--- src/rtl/spi_flash_pkg.sv ---
`default_nettype none
// ============================================================================
// Module      : spi_flash_pkg
// Description : Opcodes, field widths and state encoding shared by the SPI
//               flash read-path responder.
// Revision    : 1.0 - initial release
// ============================================================================
package spi_flash_pkg;

  localparam logic [7:0] CMD_READ      = 8'h03;
  localparam logic [7:0] CMD_FAST_READ = 8'h0B;

  localparam int CMD_BITS        = 8;
  localparam int ADDR_FIELD_BITS = 24;
  localparam int DUMMY_BITS      = 8;

  typedef enum logic [2:0] {
    IDLE   = 3'd0,
    CMD    = 3'd1,
    ADDR   = 3'd2,
    DUMMY  = 3'd3,
    DATA   = 3'd4,
    IGNORE = 3'd5
  } state_t;

  // True when the counter holds the index of the final bit of a field.
  function automatic logic is_last(input logic [4:0] cnt, input int bits);
    return cnt == 5'(bits - 1);
  endfunction

endpackage
`default_nettype wire

--- src/rtl/spi_flash_responder_sync_edge.sv ---
`default_nettype none
// ============================================================================
// Module      : spi_sync_edge
// Description : Multi-stage synchronizer with rise/fall event outputs, used
//               for the SPI clock.
// Revision    : 1.0 - initial release
// ============================================================================
module spi_sync_edge #(
  parameter int STAGES = 2
) (
  input  logic clk,
  input  logic rst_n,
  input  logic i_din,
  output logic o_rise,
  output logic o_fall
);

  logic [STAGES-1:0] r_pipe;
  logic              r_prev;
  logic              w_sync;

  always_ff @(posedge clk) begin
    if (!rst_n) begin
      r_pipe <= '0;
      r_prev <= 1'b0;
    end else begin
      r_pipe[0] <= i_din;
      for (int i = 1; i < STAGES; i++) begin
        r_pipe[i] <= r_pipe[i-1];
      end
      r_prev <= w_sync;
    end
  end

  assign w_sync = r_pipe[STAGES-1];
  assign o_rise = w_sync & ~r_prev;
  assign o_fall = ~w_sync & r_prev;

endmodule
`default_nettype wire

--- src/rtl/spi_flash_responder.sv ---
`default_nettype none
// ============================================================================
// Module      : spi_flash_responder
// Description : SPI mode-0 target emulating a serial flash READ path; streams
//               bytes from a byte-wide memory port with auto-increment.
//               Optional FAST_READ (0x0B) under SPI_FLASH_RESPONDER_FAST_READ_EN.
// Revision    : 1.0 - initial release
// ============================================================================
module spi_flash_responder
  import spi_flash_pkg::*;
#(
  parameter int ADDR_BITS   = 24,
  parameter int SYNC_STAGES = 2
) (
  input  logic                 clk,
  input  logic                 rst_n,
  input  logic                 spi_select,
  input  logic                 spi_clk,
  input  logic                 spi_mosi,
  output logic                 spi_miso,
  output logic                 spi_miso_oe,
  output logic [ADDR_BITS-1:0] mem_addr,
  output logic                 mem_rd,
  input  logic [7:0]           mem_data,
  output logic                 busy
);

`ifdef SPI_FLASH_RESPONDER_FAST_READ_EN
  localparam bit c_FAST_EN = 1'b1;
`else
  localparam bit c_FAST_EN = 1'b0;
`endif

  logic [SYNC_STAGES-1:0] r_sel_pipe;
  logic [SYNC_STAGES-1:0] r_mosi_pipe;
  logic                   w_sel;
  logic                   w_mosi;
  logic                   w_rise;
  logic                   w_fall;

  state_t                 r_state;
  state_t                 w_next;
  logic [4:0]             r_bit_cnt;
  logic [7:0]             r_rx_shift;
  logic [7:0]             r_tx_shift;
  logic [7:0]             r_prefetch;
  logic [ADDR_BITS-1:0]   r_addr;
  logic                   r_fast;
  logic                   r_rd_q;
  logic                   r_miso;
  logic                   r_mem_rd;
  logic [ADDR_BITS-1:0]   r_mem_addr;

  logic [7:0]             w_opcode;
  logic [ADDR_BITS-1:0]   w_addr_shift;
  logic                   w_cmd_accept;
  logic                   w_cmd_fast;
  logic                   w_cmd_done;
  logic                   w_addr_bit;
  logic                   w_cnt_step;
  logic                   w_issue_rd;
  logic [ADDR_BITS-1:0]   w_rd_addr;
  logic                   w_load_byte;
  logic                   w_shift_byte;
  logic                   w_oe;

  // Select idles high so the block comes out of reset deselected.
  always_ff @(posedge clk) begin
    if (!rst_n) begin
      r_sel_pipe  <= '1;
      r_mosi_pipe <= '0;
    end else begin
      r_sel_pipe[0]  <= spi_select;
      r_mosi_pipe[0] <= spi_mosi;
      for (int i = 1; i < SYNC_STAGES; i++) begin
        r_sel_pipe[i]  <= r_sel_pipe[i-1];
        r_mosi_pipe[i] <= r_mosi_pipe[i-1];
      end
    end
  end

  assign w_sel  = r_sel_pipe[SYNC_STAGES-1];
  assign w_mosi = r_mosi_pipe[SYNC_STAGES-1];

  spi_sync_edge #(
    .STAGES (SYNC_STAGES)
  ) u_sclk_sync (
    .clk    (clk),
    .rst_n  (rst_n),
    .i_din  (spi_clk),
    .o_rise (w_rise),
    .o_fall (w_fall)
  );

  assign w_opcode     = {r_rx_shift[6:0], w_mosi};
  assign w_addr_shift = {r_addr[ADDR_BITS-2:0], w_mosi};
  assign w_cmd_fast   = c_FAST_EN && (w_opcode == CMD_FAST_READ);
  assign w_cmd_accept = (w_opcode == CMD_READ) || w_cmd_fast;

  always_ff @(posedge clk) begin
    if (!rst_n) begin
      r_state <= IDLE;
    end else begin
      r_state <= w_next;
    end
  end

  // Deselect wins over any clock edge seen in the same cycle.
  always_comb begin
    w_next = r_state;
    if (w_sel) begin
      w_next = IDLE;
    end else begin
      case (r_state)
        IDLE:  w_next = CMD;
        CMD: begin
          if (w_rise && is_last(r_bit_cnt, CMD_BITS)) begin
            w_next = w_cmd_accept ? ADDR : IGNORE;
          end
        end
        ADDR: begin
          if (w_rise && is_last(r_bit_cnt, ADDR_FIELD_BITS)) begin
            w_next = r_fast ? DUMMY : DATA;
          end
        end
        DUMMY: begin
          if (w_rise && is_last(r_bit_cnt, DUMMY_BITS)) begin
            w_next = DATA;
          end
        end
        default: w_next = r_state;
      endcase
    end
  end

  always_comb begin
    w_cmd_done   = 1'b0;
    w_addr_bit   = 1'b0;
    w_cnt_step   = 1'b0;
    w_issue_rd   = 1'b0;
    w_rd_addr    = r_addr;
    w_load_byte  = 1'b0;
    w_shift_byte = 1'b0;
    w_oe         = 1'b0;
    if (!w_sel) begin
      case (r_state)
        CMD: begin
          w_cnt_step = w_rise;
          w_cmd_done = w_rise && is_last(r_bit_cnt, CMD_BITS);
        end
        ADDR: begin
          w_cnt_step = w_rise;
          w_addr_bit = w_rise;
          if (w_rise && is_last(r_bit_cnt, ADDR_FIELD_BITS) && !r_fast) begin
            w_issue_rd = 1'b1;
            w_rd_addr  = w_addr_shift;
          end
        end
        DUMMY: begin
          w_cnt_step = w_rise;
          w_issue_rd = w_rise && is_last(r_bit_cnt, DUMMY_BITS);
        end
        DATA: begin
          w_oe       = 1'b1;
          w_cnt_step = w_fall;
          if (w_fall) begin
            if (r_bit_cnt == 5'd0) begin
              w_load_byte = 1'b1;
              w_issue_rd  = 1'b1;
            end else begin
              w_shift_byte = 1'b1;
            end
          end
        end
        default: ;
      endcase
    end
  end

  always_ff @(posedge clk) begin
    if (!rst_n) begin
      r_bit_cnt  <= '0;
      r_rx_shift <= '0;
      r_tx_shift <= '0;
      r_prefetch <= '0;
      r_addr     <= '0;
      r_fast     <= 1'b0;
      r_rd_q     <= 1'b0;
      r_miso     <= 1'b0;
      r_mem_rd   <= 1'b0;
      r_mem_addr <= '0;
    end else begin
      r_mem_rd <= w_issue_rd;
      r_rd_q   <= r_mem_rd;
      // Memory answers one cycle after the strobe is seen.
      if (r_rd_q) begin
        r_prefetch <= mem_data;
      end

      if (w_next != r_state) begin
        r_bit_cnt <= '0;
      end else if (w_cnt_step) begin
        r_bit_cnt <= (r_state == DATA && r_bit_cnt == 5'd7) ? 5'd0 : r_bit_cnt + 5'd1;
      end

      if (r_state == CMD && w_cnt_step) begin
        r_rx_shift <= w_opcode;
      end

      if (r_state == IDLE) begin
        r_fast <= 1'b0;
      end else if (w_cmd_done) begin
        r_fast <= w_cmd_fast;
      end

      if (w_issue_rd) begin
        r_mem_addr <= w_rd_addr;
        r_addr     <= w_rd_addr + 1'b1;
      end else if (w_addr_bit) begin
        r_addr <= w_addr_shift;
      end

      if (w_load_byte) begin
        r_tx_shift <= r_prefetch;
        r_miso     <= r_prefetch[7];
      end else if (w_shift_byte) begin
        r_tx_shift <= {r_tx_shift[6:0], 1'b0};
        r_miso     <= r_tx_shift[6];
      end else if (w_next == IDLE) begin
        r_miso <= 1'b0;
      end
    end
  end

  assign spi_miso    = r_miso;
  assign spi_miso_oe = w_oe;
  assign mem_rd      = r_mem_rd;
  assign mem_addr    = r_mem_addr;
  assign busy        = ~w_sel;

endmodule
`default_nettype wire

--- config.mk ---
export PLATFORM = sky130hd
export DESIGN_NAME = spi_flash_responder
export DESIGN_NICKNAME = d
export VERILOG_FILES = /design/src/rtl/spi_flash_pkg.sv /design/src/rtl/spi_flash_responder_sync_edge.sv /design/src/rtl/spi_flash_responder.sv
export SDC_FILE = /design/constraint.sdc
export NUM_CORES = 1
export LEC_CHECK = 0
export ABC_AREA = 1
export CAP_MARGIN = 10
export CORE_MARGIN = 2
export CORE_UTILIZATION = 49
export CTS_CLUSTER_SIZE = 24
export DETAILED_ROUTE_END_ITERATION = 7
export GPL_ROUTABILITY_DRIVEN = 0
export PLACE_DENSITY = 0.71
export SLEW_MARGIN = 25
export SYNTH_ARGS = -nofsm -noshare
export SYNTH_HDL_FRONTEND = slang
export SYNTH_SLANG_ARGS = --single-unit
--- constraint.sdc ---
create_clock -name clk -period 2.4 [get_ports clk]
set_input_delay 0.24 -clock clk [delete_from_list [all_inputs] [get_ports clk]]
set_output_delay 0.24 -clock clk [all_outputs]
set_load 0.005 [all_outputs]
# == Yosys cells after proc, flatten, opt, wreduce, memory -nomap -nowiden ==
# Cells that the tools add are included.
# word_totals
ff_bits,88
# op_classes
addsub,2
n_eq_ne,8
mux,34
bitwise,6
reduce_logical,12
# op_table
op,count
$mux 24,5
$add 24x1->24 const B,1
$mux 1,18
$mux 3,5
$mux 7,2
$pmux 3 s4,1
$eq 8x2->1 const B,1
$eq 3x2->1 const B,2
$logic_not 3->1,2
$add 5x1->5 const B,1
$eq 5x3->1 const B,1
$eq 5x5->1 const B,1
$logic_not 5->1,1
$mux 5,1
$logic_and 1x1->1,4
$not 1->1,4
$reduce_bool 2->1,2
$eq 3x1->1 const B,1
$eq 3x3->1 const B,1
$ne 3x3->1,1
$pmux 1 s3,1
$reduce_bool 3->1,1
$reduce_or 3->1,1
$and 1x1->1,2
2 further kinds,2

# == Logic depth before layout (Yosys ltp) ==
# logic_depth
depth_word,10
mapped_depth,19
mapped_depth_nobuf,16

# == Cells and area by module ==
# From an unflattened synthesis, not the netlist that was laid out.
# unflattened
cells_unflattened,736
area_unflattened_um2,4825.9
# by_module_without_submodules
mod,instances,cells_per_inst,area_each_um2,seq_area_each_um2
spi_flash_responder,1,723,4725.8,1701.6
spi_sync_edge,1,13,100.1,60.1

# == Least setup slack after synthesis ==
# No wires, ideal clock.
# synth_path
path_type,register -> register
from,register r_bit_cnt[0]
to,register r_addr[16]
setup_ns,0.109
t_arrival_ns,2.356
path_slack_ns,-0.065
stages_incl_launch_ff,18
synth_period_minus_slack_ns,2.465
cell_sequence,dfxtp_1 ha_1 nand3_4 nor2_8 nand2_4 buf_6 buf_6 o21ai_1 ha_1 nand3_2 nor2_4 nand2_2 nor2_4 nand2_1 nand2_1 nand3_1 nand2_1 inv_1
# synth_between
elab_chain_cells,7
word_cells_on_any_way,16
# synth_rtl
element,line,rtl
start: declaration,spi_flash_responder.sv:43,logic [4:0] r_bit_cnt;
start signal: assignment,spi_flash_responder.sv:203,r_bit_cnt <= (r_state == DATA && r_bit_cnt == 5'd7) ? 5'd0 : r_bit_cnt + 5'd1;
$eq 5x5->1,spi_flash_pkg.sv:28,return cnt == 5'(bits - 1);
$logic_and 1x1->1,spi_flash_responder.sv:154,"if (w_rise && is_last(r_bit_cnt, ADDR_FIELD_BITS) && !r_fast) begin"
$mux 24,spi_flash_responder.sv:154,
$mux 24,spi_flash_responder.sv:146,case (r_state)
$mux 24,spi_flash_responder.sv:145,if (!w_sel) begin
named net w_rd_addr[0],spi_flash_responder.sv:62,logic [ADDR_BITS-1:0] w_rd_addr;
$add 24x1->24,spi_flash_responder.sv:218,r_addr <= w_rd_addr + 1'b1;
$mux 24,spi_flash_responder.sv:216,if (w_issue_rd) begin
end signal: assignment,spi_flash_responder.sv:218,
end signal: assignment,spi_flash_responder.sv:220,r_addr <= w_addr_shift;
end: declaration,spi_flash_responder.sv:47,logic [ADDR_BITS-1:0] r_addr;
# The timed path passes the listed nets, and every way through them passes these cells.
# A chain may end at the register's enable or synchronous reset.

# == Worst setup path in the final report ==
# layout_path
from,register r_bit_cnt[0]
to,register r_addr[21]
# Same word-level chain as after synthesis.

==> results.yml <==
worst_setup_path:
  crit_buf_inv: 3
  endpoint_kind: "flip-flop"
  critPathSlowestCell: "dfxtp_4"
  cp_data_required_time_ns: 2.68
  criticalPathCategory: "flip-flop to flip-flop"
  cp.arrival_ns: 2.53
  cp_cell_sequence: "ha_4 > nand3_4 > nor2_8 > nand2_8 > buf_4 > nand2_1 > nand2_2 > nand2_1 > nor2_2 > nand2_2 > nor2_4 > buf_12 > nand3_1 > nand2_1 > nand3_1 > nand2_1 > inv_1"
  worst_path_largest_cell_delay_ns: 0.37
  critPathTopFamily: "simple AND/OR/NAND/NOR gates"
  cp-start-kind: "flip-flop"
  cp_common_cell: "nand2_1"
  path_max_fanout: 13
floorplan:
  core_mm2: 0.00964
  die-area_mm2: 0.0106
  die_w_um: 103
  initial_utilization_pct: 50.0
  dieHeight_um: 103
  io_pins: 41
  row_count: 36
clocking:
  cts_hold_buffers: 0
  cts-root-buf: "clkbuf_8"
  numCtsBuffers: 9
  cts_tree: "yes"
  cts.sinks: 88
  cts.path.max_buffers: 2
  cts_max_level: 3
  clk_latency_ns: 0.37
  clk_pin_slew_ns: 0.09
grt:
  antenna_found_initial: 0
  grt_first_pass_wirelength_mm: 19.4
  grt.total_usage_pct: 22.8
  first_global_vias: 4352
  grt_max_degree: 58
  grt-ovfl-total: 0
logic_synthesis:
  synth-async-reset-ratio_pct: 0
  synth_top_family_by_area: "simple AND/OR/NAND/NOR gates"
  synthMuxAreaShare_pct: 0
  synth_area_leaders: "dfxtp_1 (37%), nand2_1 (11%), nor2_1 (8.6%)"
  synth_compound_area_share_pct: 16.3
  synth_top_cell_by_area: "dfxtp_1"
  ys_warn_count: 0
  post_synth.cell_area_avg_um2: 6.71
  syn_inst: 718
  synth_ff_type: "dfxtp_1"
  synthesis.nets: 734
  yosysMostFrequentCell: "nand2_1"
  ys_ff_latch: 88
  yosys.area_share.adder_pct: 0.779
  yosysSeqAreaShare_pct: 36.6
  synth_cell_types: 39
  synth_top_area_share_pct: 36.6
  synth_common_cells: "nand2_1 (138), nor2_1 (111), dfxtp_1 (88)"
  yosys.area_share.simple_pct: 34.5
  synthXorXnorAreaFrac_pct: 1.09
  synth_edf_count: 0
  syn_area_mm2: 0.00482
drt:
  avgRoutedWirePerCell_um: 13.1
  routed_wl_mm: 11.8
  ant_nets: 0
  viasPerCell: 5.30
  drtPass1Iterations: 5
  drc_errors: 0
  drt_iter0_markers: 393
  vias: 4769
timing:
  tns_ns: 0
  hold_violations: 0
  setup_violations: 0
  timing.fmax_mhz: 444
  finalCriticalPeriod_ns: 2.25
  drv_slew: 0
  tightest_slew_ns: 0.597
  fin_worst_skew_ns: 0.0152
  max_slew_margin_pct: 59.8
  worst_slack_ns: 0.146
  finalCritPeriodShare_pct: 93.9
pwr:
  ir_drop_mv: 0.353
  p_leak_nw: 2.49
  power.density_mw_per_mm2: 456
final_layout:
  antennaDiodeCount: 0
  fillers: 916
  drive_gt1_share_pct: 12.3
  area_delta_synth_final_pct: 18.5
  finalNetCount: 777
run:
  maxCapViolCount: 0
place:
  dp_slack_ns: 0.0172
  io_buffer_count: 40
  dp_hpwl_mm: 8.31
worst_hold_path:
  hp-class: "input port to flip-flop"
run_status:
  status: "complete, no violations"
-- state kept, by name, indices dropped and copies added, names as in the netlist --
signal	cells
mem_addr	24
r_addr	24
r_prefetch	8
r_rx_shift	7
r_tx_shift	7
r_bit_cnt	5
r_state	3
r_mosi_pipe	2
r_sel_pipe	2
u_sclk_sync.r_pipe	2
mem_rd	1
r_rd_q	1
spi_miso	1
u_sclk_sync.r_prev	1
-- power breakdown --
| part | internal (W) | switching [W] |
|---|---|---|
| logic | 0.0000283 | 0.0000360 |
| registers | 0.00146 | 0.00000486 |
| clock network | 0.000497 | 0.000574 |
| total | 0.00199 | 0.000614 |
-- cell type report --
class	count	area [um2]	share of cell area [%]
Inverter	95	359	6.29
Sequential cell	88	1770	31.0
Timing Repair Buffer	63	621	10.9
Tap cell	133	166	2.91
Clock inverter	6	72.6	1.27
Multi-Input combinational cell	504	2590	45.5
Clock buffer	10	128	2.24
-- worst register-to-register path, cell delays in order (launching register included) --
cell and delay [ns]:
dfxtp_4 0.37, ha_4 0.17, nand3_4 0.11, nor2_8 0.08
nand2_8 0.11, buf_4 0.15, nand2_1 0.07, nand2_2 0.11
nand2_1 0.07, nor2_2 0.18, nand2_2 0.13, nor2_4 0.15
buf_12 0.14, nand3_1 0.08, nand2_1 0.07, nand3_1 0.07
nand2_1 0.06, inv_1 0.03
-- layout by cell type, fill, tap and decap left out, types with 2 or more instances in the layout --
| cell | instances |
|---|---|
| nand3_4 | 2 |
| o211ai_1 | 11 |
| nor2_1 | 110 |
| clkdlybuf4s50_1 | 39 |
| inv_6 | 4 |
| or2_2 | 2 |
| nand4_1 | 8 |
| nand2_4 | 2 |
| nand2_1 | 136 |
| xor2_1 | 4 |
| nor3b_1 | 2 |
| nand2_2 | 12 |
| a21oi_1 | 20 |
| o21ai_0 | 72 |
| nor2_4 | 7 |
| ha_4 | 2 |
| inv_2 | 6 |
| o21ai_4 | 3 |
| inv_1 | 87 |
| a41oi_1 | 2 |
| o211a_1 | 2 |
| dfxtp_2 | 2 |
| buf_12 | 3 |
| clkbuf_8 | 9 |
| nor2_8 | 2 |
| dfxtp_1 | 85 |
| nor2_2 | 4 |
| a311oi_1 | 6 |
| a31oi_1 | 5 |
| buf_6 | 2 |
| xnor2_1 | 2 |
| o21ai_1 | 4 |
| nand3_1 | 63 |
| o21ai_2 | 6 |
| nor3_1 | 8 |
| buf_4 | 17 |
-- cell families (layout without fill, tap and decap cells) --
logic type               count (synthesis)  after routing
AND/OR/NAND/NOR                        362            362
AO/OA/AOI/OAI                          133            133
buffers and inverters                  126            174
flip-flops                              88             88
XOR/XNOR                                 6              6
adder cells (fa/ha/maj)                  3              3
-- routing by layer --
layer	global-route usage, %	routed length, um
met5	0	0
met4	9.51	208
met3	3.70	574
met2	38.4	5580
met1	29.2	5430
-- through the flow --
step                utilization [%]  area (um2)  power (W)  hold slack [ns]  cells
floorplan                         -        4830    0.00153            0.338    718
CTS                            58.1        5600    0.00264            0.324    897
finish                         59.2        5710    0.00260            0.337    899
detailed placement             56.0        5400    0.00157            0.401    881
global placement               56.0        5400    0.00157            0.402    881
global route                   59.2        5710    0.00270            0.351    899
-- worst paths after layout --
path / cells past startpoint / startpoint / end / slack [ns]
max: 17 / r_bit_cnt[0]$_SDFFE_PP0P_ / r_addr[21]$_SDFFE_PN0P_ / 0.15
min: 3 / rst_n / mem_addr[15]$_SDFFE_PN0N_ / 0.34
min reg2reg: 2 / u_sclk_sync.r_pipe[0]$_SDFF_PN0_ / u_sclk_sync.r_pipe[1]$_SDFF_PN0_ / 0.42
max reg2reg: 17 / r_bit_cnt[0]$_SDFFE_PP0P_ / r_addr[21]$_SDFFE_PN0P_ / 0.15
-- timing repair --
item                                    in CTS  in global routing
endpoints found under the setup margin       0                 30
buffers inserted                             0                  2
gates resized for setup                      0                 21
Note: power is estimated with default switching activity, not from simulation.
